$ cat config.mk
export PLATFORM = sky130hd
export DESIGN_NAME = instr_fetch_stage
export DESIGN_NICKNAME = d
export VERILOG_FILES = /design/src/rtl/instr_fetch_stage.sv
export SDC_FILE = /design/constraint.sdc
export NUM_CORES = 1
export LEC_CHECK = 0
export CORE_MARGIN = 2
export CORE_UTILIZATION = 37
export CTS_BUF_LIST = sky130_fd_sc_hd__clkbuf_16
export DETAILED_ROUTE_END_ITERATION = 6
export PLACE_DENSITY_LB_ADDON = 0.12
export SETUP_SLACK_MARGIN = 0.5
export SLEW_MARGIN = 5
export SYNTH_ARGS = -nofsm -noshare
export SYNTH_HDL_FRONTEND = slang
export SYNTH_SLANG_ARGS = --single-unit
$ cat constraint.sdc
create_clock -name clk -period 10.7 [get_ports clk]
set_clock_uncertainty 0.05 [all_clocks]
set_input_delay 2.14 -clock clk [delete_from_list [all_inputs] [get_ports clk]]
set_output_delay 2.14 -clock clk [all_outputs]
set_load 0.005 [all_outputs]
$ cat src/rtl/instr_fetch_stage.sv
// Instruction fetch stage: sequential PC generation, single outstanding memory read,
// 2-entry {I,PC} buffer toward the branch datapath, redirect/flush and misalign halt.
module instr_fetch_stage #(
    parameter logic [63:0] RESET_PC = 64'h0
) (
    input  logic        clk,
    input  logic        rst,
    output logic        imem_req,
    output logic [63:0] imem_addr,
    input  logic [31:0] imem_rdata,
    output logic        valid,
    input  logic        ready,
    output logic [31:0] I,
    output logic [63:0] PC,
    input  logic        branch_taken,
    input  logic [63:0] branch_target,
    output logic        misalign_err
);

    typedef enum logic {
        ST_RUN  = 1'b0,
        ST_HALT = 1'b1
    } state_t;

    state_t      state_r;
    state_t      state_nxt_s;
    logic [63:0] fetch_pc_r;
    logic        inflight_r;
    logic [63:0] inflight_pc_r;
    logic [1:0]  count_r;
    logic        rd_ptr_r;
    logic        wr_ptr_r;
    logic [31:0] fifo_i_r  [2];
    logic [63:0] fifo_pc_r [2];
    logic        misalign_err_r;

    logic        pop_s;
    logic        push_s;
    logic        redirect_s;
    logic        aligned_s;
    logic [2:0]  occupancy_s;

    // Handshake, occupancy look-ahead and head-of-buffer outputs
    always_comb begin
        valid       = (count_r != 2'd0);
        pop_s       = valid && ready;
        redirect_s  = (state_r == ST_RUN) && branch_taken;
        aligned_s   = (branch_target[1:0] == 2'b00);
        push_s      = inflight_r && !redirect_s;
        // Entries that will exist after this edge if no new request is issued
        occupancy_s = {1'b0, count_r} + {2'b00, inflight_r} - {2'b00, pop_s};
        imem_req    = (state_r == ST_RUN) && !branch_taken && (occupancy_s <= 3'd1);
        imem_addr   = fetch_pc_r;
        misalign_err = misalign_err_r;
        if (valid) begin
            I  = fifo_i_r[rd_ptr_r];
            PC = fifo_pc_r[rd_ptr_r];
        end else begin
            I  = 32'h0;
            PC = 64'h0;
        end
    end

    // Next-state logic: a misaligned redirect is the only way into HALT
    always_comb begin
        state_nxt_s = state_r;
        case (state_r)
            ST_RUN: begin
                if (redirect_s && !aligned_s) begin
                    state_nxt_s = ST_HALT;
                end else begin
                    state_nxt_s = ST_RUN;
                end
            end
            ST_HALT: state_nxt_s = ST_HALT;
            default: state_nxt_s = ST_RUN;
        endcase
    end

    // State register and sticky misalign flag
    always_ff @(posedge clk or negedge rst) begin
        if (!rst) begin
            state_r        <= ST_RUN;
            misalign_err_r <= 1'b0;
        end else begin
            state_r        <= state_nxt_s;
            misalign_err_r <= misalign_err_r | (redirect_s && !aligned_s);
        end
    end

    // Fetch PC and the single outstanding request
    always_ff @(posedge clk or negedge rst) begin
        if (!rst) begin
            fetch_pc_r    <= RESET_PC;
            inflight_r    <= 1'b0;
            inflight_pc_r <= 64'h0;
        end else if (redirect_s) begin
            inflight_r <= 1'b0;
            if (aligned_s) begin
                fetch_pc_r <= branch_target;
            end else begin
                fetch_pc_r <= fetch_pc_r;
            end
        end else if (imem_req) begin
            fetch_pc_r    <= fetch_pc_r + 64'd4;
            inflight_r    <= 1'b1;
            inflight_pc_r <= fetch_pc_r;
        end else begin
            inflight_r <= 1'b0;
        end
    end

    // Two-entry instruction buffer; a redirect discards everything not handed off this edge
    always_ff @(posedge clk or negedge rst) begin
        if (!rst) begin
            count_r      <= 2'd0;
            rd_ptr_r     <= 1'b0;
            wr_ptr_r     <= 1'b0;
            fifo_i_r[0]  <= 32'h0;
            fifo_i_r[1]  <= 32'h0;
            fifo_pc_r[0] <= 64'h0;
            fifo_pc_r[1] <= 64'h0;
        end else if (redirect_s) begin
            count_r  <= 2'd0;
            rd_ptr_r <= 1'b0;
            wr_ptr_r <= 1'b0;
        end else begin
            if (push_s) begin
                fifo_i_r[wr_ptr_r]  <= imem_rdata;
                fifo_pc_r[wr_ptr_r] <= inflight_pc_r;
                wr_ptr_r            <= ~wr_ptr_r;
            end
            if (pop_s) begin
                rd_ptr_r <= ~rd_ptr_r;
            end
            case ({push_s, pop_s})
                2'b10:   count_r <= count_r + 2'd1;
                2'b01:   count_r <= count_r - 2'd1;
                default: count_r <= count_r;
            endcase
        end
    end

endmodule
## Word-level counts from Yosys, hierarchy flattened

Index checks and enable logic that the tools add are counted.

- $add $sub $neg: 5
- Magnitude comparators: 4
- Eq/ne operators: 3
- Mux-type cells: 27
- Bitwise operators: 7
- Reduce and logical (&&, ||, !) cells: 19

Operators with widths:

| cell | number |
|---|---|
| $mux W64 | 8 |
| $mux W32 | 5 |
| $bwmux W128 | 1 |
| $add A64 B3 Y64 const B | 1 |
| $bwmux W64 | 1 |
| $demux W64 S1 | 1 |
| $demux W32 S1 | 1 |
| $reduce_bool A2 Y1 | 4 |
| $logic_and A1 B1 Y1 | 7 |
| $mux W1 | 7 |
| $reduce_and A2 Y1 | 3 |
| $ge A2 B2 Y1 const B | 2 |
| $not A1 Y1 | 4 |
| $not A1 Y2 | 2 |
| $pmux W2 S2 | 1 |
| $add A2 B1 Y3 | 1 |
| $le A3 B1 Y1 const B | 1 |
| $logic_not A1 Y1 | 3 |
| $reduce_bool A3 Y1 | 1 |
| $sub A3 B1 Y3 | 1 |
| $add A2 B1 Y2 const B | 1 |
| $eq A2 B1 Y1 const B | 1 |
| $eq A2 B2 Y1 const B | 1 |
| $logic_not A2 Y1 | 1 |
| other kinds (6) | 6 |

- Flip-flop bits (word level): 327
- Input port bits: 100
- Output and inout port bits: 163

## Longest topological paths before layout

Gate-level depths: netlist (run 1).

- Depth in word-level cells: 7
- Gate-level depth with buffers: 18
- Gate-level depth less buffers: 15

## Worst setup path before layout (run 1)

No wires, ideal clock.

- Kind: input port to output port
- From: input port ready
- To: output port imem_req
- Arrival time: 4186 ps
- Data required time: 8510 ps
- Setup slack: 4324 ps
- Cell stages on the path: 12
- Cells stage by stage: nand2_1 inv_1 ha_1 inv_1 ha_1 inv_1 fa_1 nor3b_1 nand2_1 inv_1 clkbuf_1 clkbuf_1

- Word-level cells in the longest chain between the ends: 4

Ends and longest elaborated chain:

| what | line | source |
|---|---|---|
| start: declaration | 12 | `input logic ready,` |
| $logic_and A1 B1 Y1 | 46 | `pop_s = valid && ready;` |
| $sub A3 B1 Y3 | 51 | `occupancy_s = {1'b0, count_r} + {2'b00, inflight_r} - {2'b00, pop_s};` |
| $le A3 B1 Y1 | 52 | `imem_req = (state_r == ST_RUN) && !branch_taken && (occupancy_s <= 3'd1);` |
| $logic_and A1 B1 Y1 | 52 |  |
| end: declaration | 8 | `output logic imem_req,` |

No other way between the ends.

## Final worst setup path (run 1)

Same ends and word-level chain as after synthesis.

==> results of run 1 <==
==> stage by stage <==
stage          cell area [um2]  total power, W  hold WS (ns)
2_1_floorplan            15700         0.00198         0.408
5_1_grt                  20000         0.00381         0.463
3_5_place_dp             18800         0.00238         0.423
3_3_place_gp             18800         0.00237         0.421
6_report                 20000         0.00362         0.440
4_1_cts                  20000         0.00368         0.439
==> cells by family after synthesis <==
group | share of synthesized area
DFF | 0.520
buffers and inverters | 0.0320
and+or+nand+nor | 0.171
muxes | 0.201
AOI/OAI and AO/OA | 0.0690
xor gates and xnor gates | 0.00334
adders and majority gates | 0.00366
==> path summary, 6_finish.rpt <==
check	endpoint	slack [ns]	startpoint
max reg2reg	imem_addr[61]	5.89	count_r[1]
min in group asynchronous	fifo_i_r[42]	1.53	rst
max	imem_req	3.05	ready
min reg2reg	misalign_err	0.44	misalign_err
max in group asynchronous	fifo_pc_r[44]	7.61	rst
min	misalign_err	0.44	misalign_err
==> cell type report <==
| type | instances | area (um2) | area share |
|---|---|---|---|
| tap | 539 | 674 | 0.0336 |
| clock inverter | 29 | 196 | 0.00980 |
| sequential | 327 | 8190 | 0.408 |
| multi-input combinational | 1058 | 7120 | 0.355 |
| inverter | 20 | 75.1 | 0.00374 |
| clock buffer | 41 | 1030 | 0.0512 |
| timing repair buffer | 280 | 2780 | 0.138 |
==> routing by layer <==
metal  track usage  up-vias  part of all wire
met5             0        -                 0
met4        0.0572        0             0.017
met3        0.0343       49             0.056
met2         0.341      388              0.46
met1         0.312     6210              0.47
li1              -     5794                 -
==> critical path: cells and delay by family <==
family	cells	cell delay (ns)
buffers and inverters	6	1.34
AND/OR/NAND/NOR	3	1.10
adder cells (fa/ha/maj)	3	0.84
==> sequential cells by signal (all words and copies together), names as in the netlist <==
name,cells
imem_addr,64
fifo_pc_r,128
inflight_r,1
fifo_i_r,64
count_r,2
wr_ptr_r,1
state_r,1
inflight_pc_r,64
rd_ptr_r,1
misalign_err,1
==> cell usage in the layout, fill, tap and decap left out, types with 5 or more instances in the layout <==
master           instances
xnor2_1                  5
a31oi_1                  6
o21a_1                   5
nor4_1                  21
o22a_1                   6
o21ai_0                 38
clkbuf_16               41
a2bb2oi_1                7
nand3_1                 37
o211ai_1                10
clkinv_1                14
or3_1                   11
inv_1                   26
buf_4                   17
nor3_1                  29
a21oi_1                 49
o22ai_1                 18
and3_1                  11
and2_1                   6
dfrtp_1                326
nand2_1                223
mux2i_1                 98
mux2_2                 193
or4_1                   12
nor2_1                 155
nand4_1                 52
clkdlybuf4s50_1        261
==> power breakdown <==
part           switching (W)  total, W  internal, W  leakage, nW
clock               0.000518   0.00128     0.000760        0.626
sequential          0.000201   0.00161      0.00141         4.28
combinational       0.000341  0.000736     0.000395         4.16
==> results by group, run 1 <==
Logic synthesis
  – Ys Warns: 0
  – Dominant synthesized flop cell: dfrtp_1
  – Synth area leader: dfrtp_1
  – Syn nets: 1619
  – Syn Inst Count: 1515
  – #FFs+latches synth: 327
  – Synth top cells by count: dfrtp_1, nand2_1, mux2_2, nor2_1, mux2i_1
  – FFs w/ async S/R, synth: 1.00
  – Yosys cell types: 58
  – Largest cells by area after synthesis: dfrtp_1, mux2_2, mux2i_1, nand2_1, nor2_1
  – Count leader, synth: dfrtp_1
  – Sequential share of the synthesized area: 0.520
  – Synthesized area: 0.0157 mm2
  – Synth top area share: 0.520
  – Count of flip-flops with a built-in enable after synthesis: 0
  – Syn_area_per_cell: 10.4 um2

Floorplanning
  – Core area: 0.0419 mm2
  – Starting density of the core: 0.375
  – Die Area: 0.0442 mm2
  – Die width: 210 um
  – Std cell rows: 75
  – I/O pin cnt: 263
  – Die height: 210 um

STA
  – # setup viols final: 0
  – Min Clock Period, post-route: 7.65 ns
  – Highest clock rate: 0.131 GHz
  – Setup TNS: 0 ns
  – Slew headroom: 0.290
  – Fin crit share: 0.715
  – Final Hold Fails: 0
  – Measured slew at the worst slew-check pin: 1.06 ns
  – Fin worst setup slack: 3.05 ns
  – Pins Over Slew Limit: 0
  – RSZ-0062 raised after global routing: false

Clocking
  – CTS Buffer Depth: 3
  – CTS tree: yes
  – Worst-path clk slew: 0.05 ns
  – Number of CTS-inserted buffers: 39
  – Root buf cell: clkbuf_16
  – Clock latency on the worst-skew pair: 0.55 ns
  – Resized cells post-CTS: 0
  – Post-CTS Setup Inserts: 0
  – CTS Hold Bufs: 0
  – Clk sinks: 327
  – H-tree levels: 2

Placement
  – GPL Wtd Cong: 0.771
  – DP HPWL: 31000 um
  – Port Buffers: 262
  – # placed instances: 2224
  – Dpl ws: 3.03 ns

Setup path
  – Worst EP required: 8.51 ns
  – Worst R2R Path Depth: 16
  – CP most frequent cell: inv_1
  – Worst setup EP type: output port
  – Critical Path AT: 5.46 ns
  – Critical path's slowest cell: nor3b_1
  – CP Max Fanout: 45
  – Cell chain of the critical path: clkdlybuf4s50_1 > nand2_1 > inv_1 > ha_1 > inv_1 > ha_1 > inv_1 > fa_1 > nor3b_1 > nand2_4 > inv_2 > clkdlybuf4s50_1
  – Nature of the critical path startpoint: input port
  – Critical path type: in2out
  – Max stage delay on crit path: 0.55 ns

Hold path
  – Worst Hold Path Cells: 1
  – Min-delay worst type: reg2reg

Drt
  – Drt drc: 0
  – DR pass1 iterations: 5
  – WL/cell: 20.9 um
  – DRT iter0 DRCs: 846
  – Final WL: 47900 um
  – Vias per std cell: 5.42
  – Routed vias: 12441
  – Post-route ant nets: 0

Flow run
  – # Max-Cap Violations: 0

Layout
  – Non-Filler Instances: 2294
  – Layout cell share with drive strength beyond 1: 0.161
  – Post-layout util: 0.478
  – Layout area overhead: 27.5%
  – Nets: 1830
  – Ant diodes: 0
  – Fill count: 3959

GRT
  – First-pass GRT wire length: 74500 um
  – Gr usage total: 0.217
  – Vias in the first global route: 12440
  – Gr ovfl total: 0
  – Largest net degree at the start of global routing: 172
  – Antenna violations before repair: 0

Run status
  – Outcome: finished, final reports clean

Pwr
  – Maximum vdd drop: 131 uV
  – Lkg Pwr: 9.07 nW
  – PwrDens: 181 mW/mm2
(Power assumes the default switching activity.)
==> inputs of run 2 (changes only) <==
==> constraint.sdc (replaced) <==
create_clock -name clk -period 8.05 [get_ports clk]
set_clock_uncertainty 0.05 [all_clocks]
set_input_delay 1.61 -clock clk [delete_from_list [all_inputs] [get_ports clk]]
set_output_delay 1.61 -clock clk [all_outputs]
set_load 0.005 [all_outputs]
==> run 2 against run 1 <==
Clock power rose by 30%. Clock-buffer cell count shrank 2. First-iteration DRC count up 6.0%. Hold slack lost 0.0026 ns. Final cell count is essentially flat. Global-route usage is 0.079 points higher. Critical endpoint unchanged. Largest cell class unchanged. Routed wire length rose by 1.3%. Worst setup slack worse by 1.7 ns.
==> results by group, run 2 (synthesis results as in run 1) <==
STA
  – Final Hold Fails: 0
  – Highest clock rate: 0.150 GHz
  – # setup viols final: 0
  – Slew headroom: 0.292
  – Worst hold margin: 0.437 ns
  – Fin crit share: 0.827
  – Measured slew at the worst slew-check pin: 1.06 ns
  – Setup TNS: 0 ns
  – Min Clock Period, post-route: 6.65 ns
  – Pins Over Slew Limit: 0
  – RSZ-0062 raised after global routing: false

GRT
  – Gr ovfl total: 0
  – Met3 track demand over resource: 0.0423
  – First-pass GRT wire length: 74200 um
  – Antenna violations before repair: 0
  – GRT busiest layer: met2
  – Vias in the first global route: 12257
  – GRT met1 Usage: 0.318
  – Largest net degree at the start of global routing: 141
  – Met2 Usage GRT: 0.336
  – Gr usage total: 0.218

Clocking
  – CTS tree: yes
  – Number of CTS-inserted buffers: 39
  – Worst-path clk slew: 0.06 ns
  – Root buf cell: clkbuf_16
  – Resized cells post-CTS: 0
  – CTS Hold Bufs: 0
  – Post-CTS Setup Inserts: 0
  – Clk sinks: 327
  – H-tree levels: 2
  – CTS Buffer Depth: 3
  – Clock latency on the worst-skew pair: 0.55 ns

Setup path
  – Critical path type: in2out
  – Worst setup EP type: output port
  – Nature of the critical path startpoint: input port
  – Critical R2R Launch: count_r[1]
  – Critical Path AT: 4.99 ns
  – Crit path launch: ready
  – CP Max Fanout: 46
  – Worst EP required: 6.39 ns

Pwr
  – Maximum vdd drop: 127 uV
  – PwrDens: 239 mW/mm2
  – Total Power: 0.00477 W
  – Lkg Pwr: 9.06 nW

Layout
  – Layout area overhead: 27.3%
  – Fill count: 3964
  – Ant diodes: 0
  – Sequential cell area: 0.00819 mm2
  – Most frequent cells in the layout: dfrtp_1, clkdlybuf4s50_1, nand2_1
  – Commonest non-fill, non-tap cell in the layout: dfrtp_1
  – Footprint of the multi-input gates: 0.00712 mm2
  – Nets: 1833
  – Largest register FFs: 128
  – Layout cell share with drive strength beyond 1: 0.161
  – Most flop-heavy register: fifo_pc_r

Placement
  – DP HPWL: 31700 um
  – Port Buffers: 262
  – GPL Wtd Cong: 0.790

Flow run
  – # Max-Cap Violations: 0

Floorplanning
  – Die height: 210 um
  – Die width: 210 um
  – Std cell rows: 75
  – Core area: 0.0419 mm2
  – Starting density of the core: 0.375
  – Die Area: 0.0442 mm2
  – I/O pin cnt: 263

Hold path
  – Min-delay worst type: reg2reg
  – Worst Min Path Start: misalign_err

Drt
  – Drt drc: 0
  – Routed vias: 12474
  – Vias per std cell: 5.44
  – DR pass1 iterations: 5
  – DRT iter0 DRCs: 897
  – Post-route ant nets: 0
  – WL/cell: 21.2 um
  – Final WL: 48500 um

Run status
  – Outcome: finished, final reports clean
-- run 2: changes by cell type in the layout (fill, tap and decap cells not counted), sizes merged --
cell and delta:
clkinv -4, buf +3, clkbuf -2, inv +2, clkinvlp -1
-- run 2: metal layers --
metal / share of wire / vias to the layer above
met3: 0.059 / 56
met1: 0.47 / 6277
li1: - / 5774
met5: 0 / -
met4: 0.015 / 0
met2: 0.45 / 367
-- run 2: worst max-delay path: stages --
cell and delay, ns:
clkdlybuf4s50_1 0.51, nand2_1 0.10, inv_1 0.10, ha_1 0.23, inv_1 0.06, ha_1 0.13, inv_1 0.05, fa_1 0.48
nor3b_1 0.54, nand2_4 0.48, inv_2 0.19, clkdlybuf4s50_1 0.51
-- run 2: report_power, final --
part | switching (W) | internal [W] | total [W]
sequential | 0.000241 | 0.00187 | 0.00211
clock | 0.000690 | 0.000969 | 0.00166
combinational | 0.000482 | 0.000521 | 0.00100
-- run 2: final cells by class --
type | instances | share of cell area
Sequential cell | 327 | 0.409
Clock buffer | 39 | 0.0488
Multi-Input combinational cell | 1058 | 0.356
Timing Repair Buffer | 283 | 0.140
Clock inverter | 26 | 0.00950
Inverter | 20 | 0.00375
Tap cell | 539 | 0.0337
-- run 2: worst paths after layout --
| kind | to | slack (ns) | depth (start not counted) |
|---|---|---|---|
| hold / removal | misalign_err | 0.44 | 1 |
| setup reg to reg | imem_addr[61] | 3.26 | 16 |
| setup / recovery | imem_req | 1.40 | 12 |
| min in group asynchronous | fifo_i_r[43] | 1.07 | 1 |
| hold reg to reg | misalign_err | 0.44 | 1 |
| max in group asynchronous | imem_addr[33] | 5.23 | 2 |
-- run 2: metrics by stage --
stage / util / area (um2) / instances / worst slack, ns
4_1_cts: 0.477 / 20000 / 2292 / 1.38
3_3_place_gp: 0.449 / 18800 / 2227 / 1.39
3_5_place_dp: 0.449 / 18800 / 2227 / 1.38
2_1_floorplan: - / 15700 / 1515 / 2.73
6_report: 0.477 / 20000 / 2292 / 1.40
5_1_grt: 0.477 / 20000 / 2292 / 1.17
==> inputs of run 3 (changes only) <==
==> constraint.sdc (replaced) <==
create_clock -name clk -period 5.5 [get_ports clk]
set_clock_uncertainty 0.05 [all_clocks]
set_input_delay 1.1 -clock clk [delete_from_list [all_inputs] [get_ports clk]]
set_output_delay 1.1 -clock clk [all_outputs]
set_load 0.005 [all_outputs]
==> run 3 against run 2 <==
Non-clock buffer count grew 2. Clock-buffer cell count grew 2. Via count is 0.43% lower. Core utilization grew 0.38 points. Total power rose by 48%. Critical path type unchanged. Critical endpoint unchanged. Largest cell class unchanged. Largest power group unchanged.
==> results by group, run 3 (synthesis results as in run 1) <==
Run status
  – Outcome: finished, final reports clean

Layout
  – Fill count: 3963
  – Most frequent cells in the layout: dfrtp_1, clkdlybuf4s50_1, nand2_1
  – Commonest non-fill, non-tap cell in the layout: dfrtp_1
  – Ant diodes: 0
  – Nets: 1835
  – Most flop-heavy register: fifo_pc_r
  – Layout cell share with drive strength beyond 1: 0.164
  – Non-Filler Instances: 2297
  – Largest register FFs: 128
  – Layout area overhead: 28.3%

Drt
  – DR pass1 iterations: 5
  – DRT iter0 DRCs: 773
  – Drt drc: 0
  – Final WL: 47800 um
  – Post-route ant nets: 0
  – WL/cell: 20.8 um
  – Routed vias: 12420
  – Vias per std cell: 5.41

GRT
  – Vias in the first global route: 12505
  – First-pass GRT wire length: 74000 um
  – Largest net degree at the start of global routing: 109
  – Gr usage total: 0.216
  – Gr ovfl total: 0
  – Antenna violations before repair: 0

Setup path
  – Nature of the critical path startpoint: input port
  – Cell chain of the critical path: clkdlybuf4s50_1 > nand2_1 > inv_1 > ha_1 > inv_1 > ha_1 > inv_1 > fa_1 > nor3b_1 > buf_4 > nand2_4 > inv_2 > dlymetal6s2s_1
  – Crit path launch: ready
  – CP most frequent cell: inv_1
  – Critical path's slowest cell: fa_1
  – Worst setup EP type: output port
  – Critical path type: in2out
  – Critical Path AT: 3.40 ns
  – Critical R2R Launch: count_r[1]
  – CP Max Fanout: 3
  – Worst EP required: 4.35 ns
  – Max stage delay on crit path: 0.50 ns

Clocking
  – CTS tree: yes
  – H-tree levels: 2
  – CTS Buffer Depth: 3
  – Resized cells post-CTS: 0
  – Worst-path clk slew: 0.05 ns
  – Clk sinks: 327
  – CTS Hold Bufs: 0
  – Clock latency on the worst-skew pair: 0.55 ns
  – Root buf cell: clkbuf_16
  – Number of CTS-inserted buffers: 39
  – Post-CTS Setup Inserts: 0

Placement
  – DP HPWL: 31500 um
  – Port Buffers: 262
  – GPL Wtd Cong: 0.810
  – # placed instances: 2229

STA
  – Measured slew at the worst slew-check pin: 1.11 ns
  – Final Hold Fails: 0
  – Pins Over Slew Limit: 0
  – Fin crit share: 0.827
  – Setup TNS: 0 ns
  – # setup viols final: 0
  – Min Clock Period, post-route: 4.55 ns
  – RSZ-0062 raised after global routing: false
  – Slew headroom: 0.259
  – Highest clock rate: 0.220 GHz

Floorplanning
  – Core area: 0.0419 mm2
  – Starting density of the core: 0.375
  – I/O pin cnt: 263
  – Std cell rows: 75
  – Die Area: 0.0442 mm2
  – Die height: 210 um
  – Die width: 210 um

Pwr
  – PwrDens: 351 mW/mm2
  – Lkg Pwr: 9.15 nW
  – Total Power: 0.00708 W
  – Maximum vdd drop: 222 uV

Hold path
  – Worst Min Path Start: imem_addr[0]
  – Min-delay worst type: reg2reg

Flow run
  – # Max-Cap Violations: 0
-- run 3: cell type report --
class                           count  area (um2)  area share
Tap cell                          539         674      0.0334
Timing Repair Buffer              285        2880       0.143
Inverter                           20        75.1     0.00372
Multi-Input combinational cell   1058        7120       0.353
Clock buffer                       41        1030      0.0509
Clock inverter                     27         213      0.0105
Sequential cell                   327        8190       0.406
-- run 3: worst paths after layout --
kind	to	slack, ns	depth (start not counted)
hold reg to reg	inflight_pc_r[0]	0.45	2
max in group asynchronous	imem_addr[7]	3.61	2
min in group asynchronous	fifo_i_r[48]	0.52	1
hold / removal	inflight_pc_r[0]	0.45	2
setup / recovery	imem_req	0.95	13
setup reg to reg	imem_addr[57]	1.64	17
-- run 3: metal layers --
layer	GRT usage	routed length, um	vias to the layer above	share of wire
li1	-	-	5796	-
met5	0	0	-	0
met3	0.0319	2400	59	0.050
met4	0.0594	904	0	0.019
met1	0.310	22500	6210	0.47
met2	0.344	22000	355	0.46
-- run 3: critical path, delay by kind of cell --
kind                       cells  cell delay [ns]
adders and majority gates      3             0.86
and+or+nand+nor                3             0.33
buffers and inverters          7             1.11
-- run 3: power by group --
group	switching [W]	total (W)	internal, W
sequential	0.000377	0.00312	0.00274
clock	0.00100	0.00252	0.00152
combinational	0.000675	0.00144	0.000769
total	0.00205	0.00708	0.00503
-- run 3: stage by stage --
step	hold WS (ns)	util	area (um2)	setup slack [ns]
finish	0.447	0.481	20200	0.949
global route	0.462	0.481	20200	0.800
floorplan	0.408	-	15700	1.20
CTS	0.448	0.481	20200	0.556
detailed placement	0.432	0.451	18900	0.573
global placement	0.423	0.451	18900	0.612
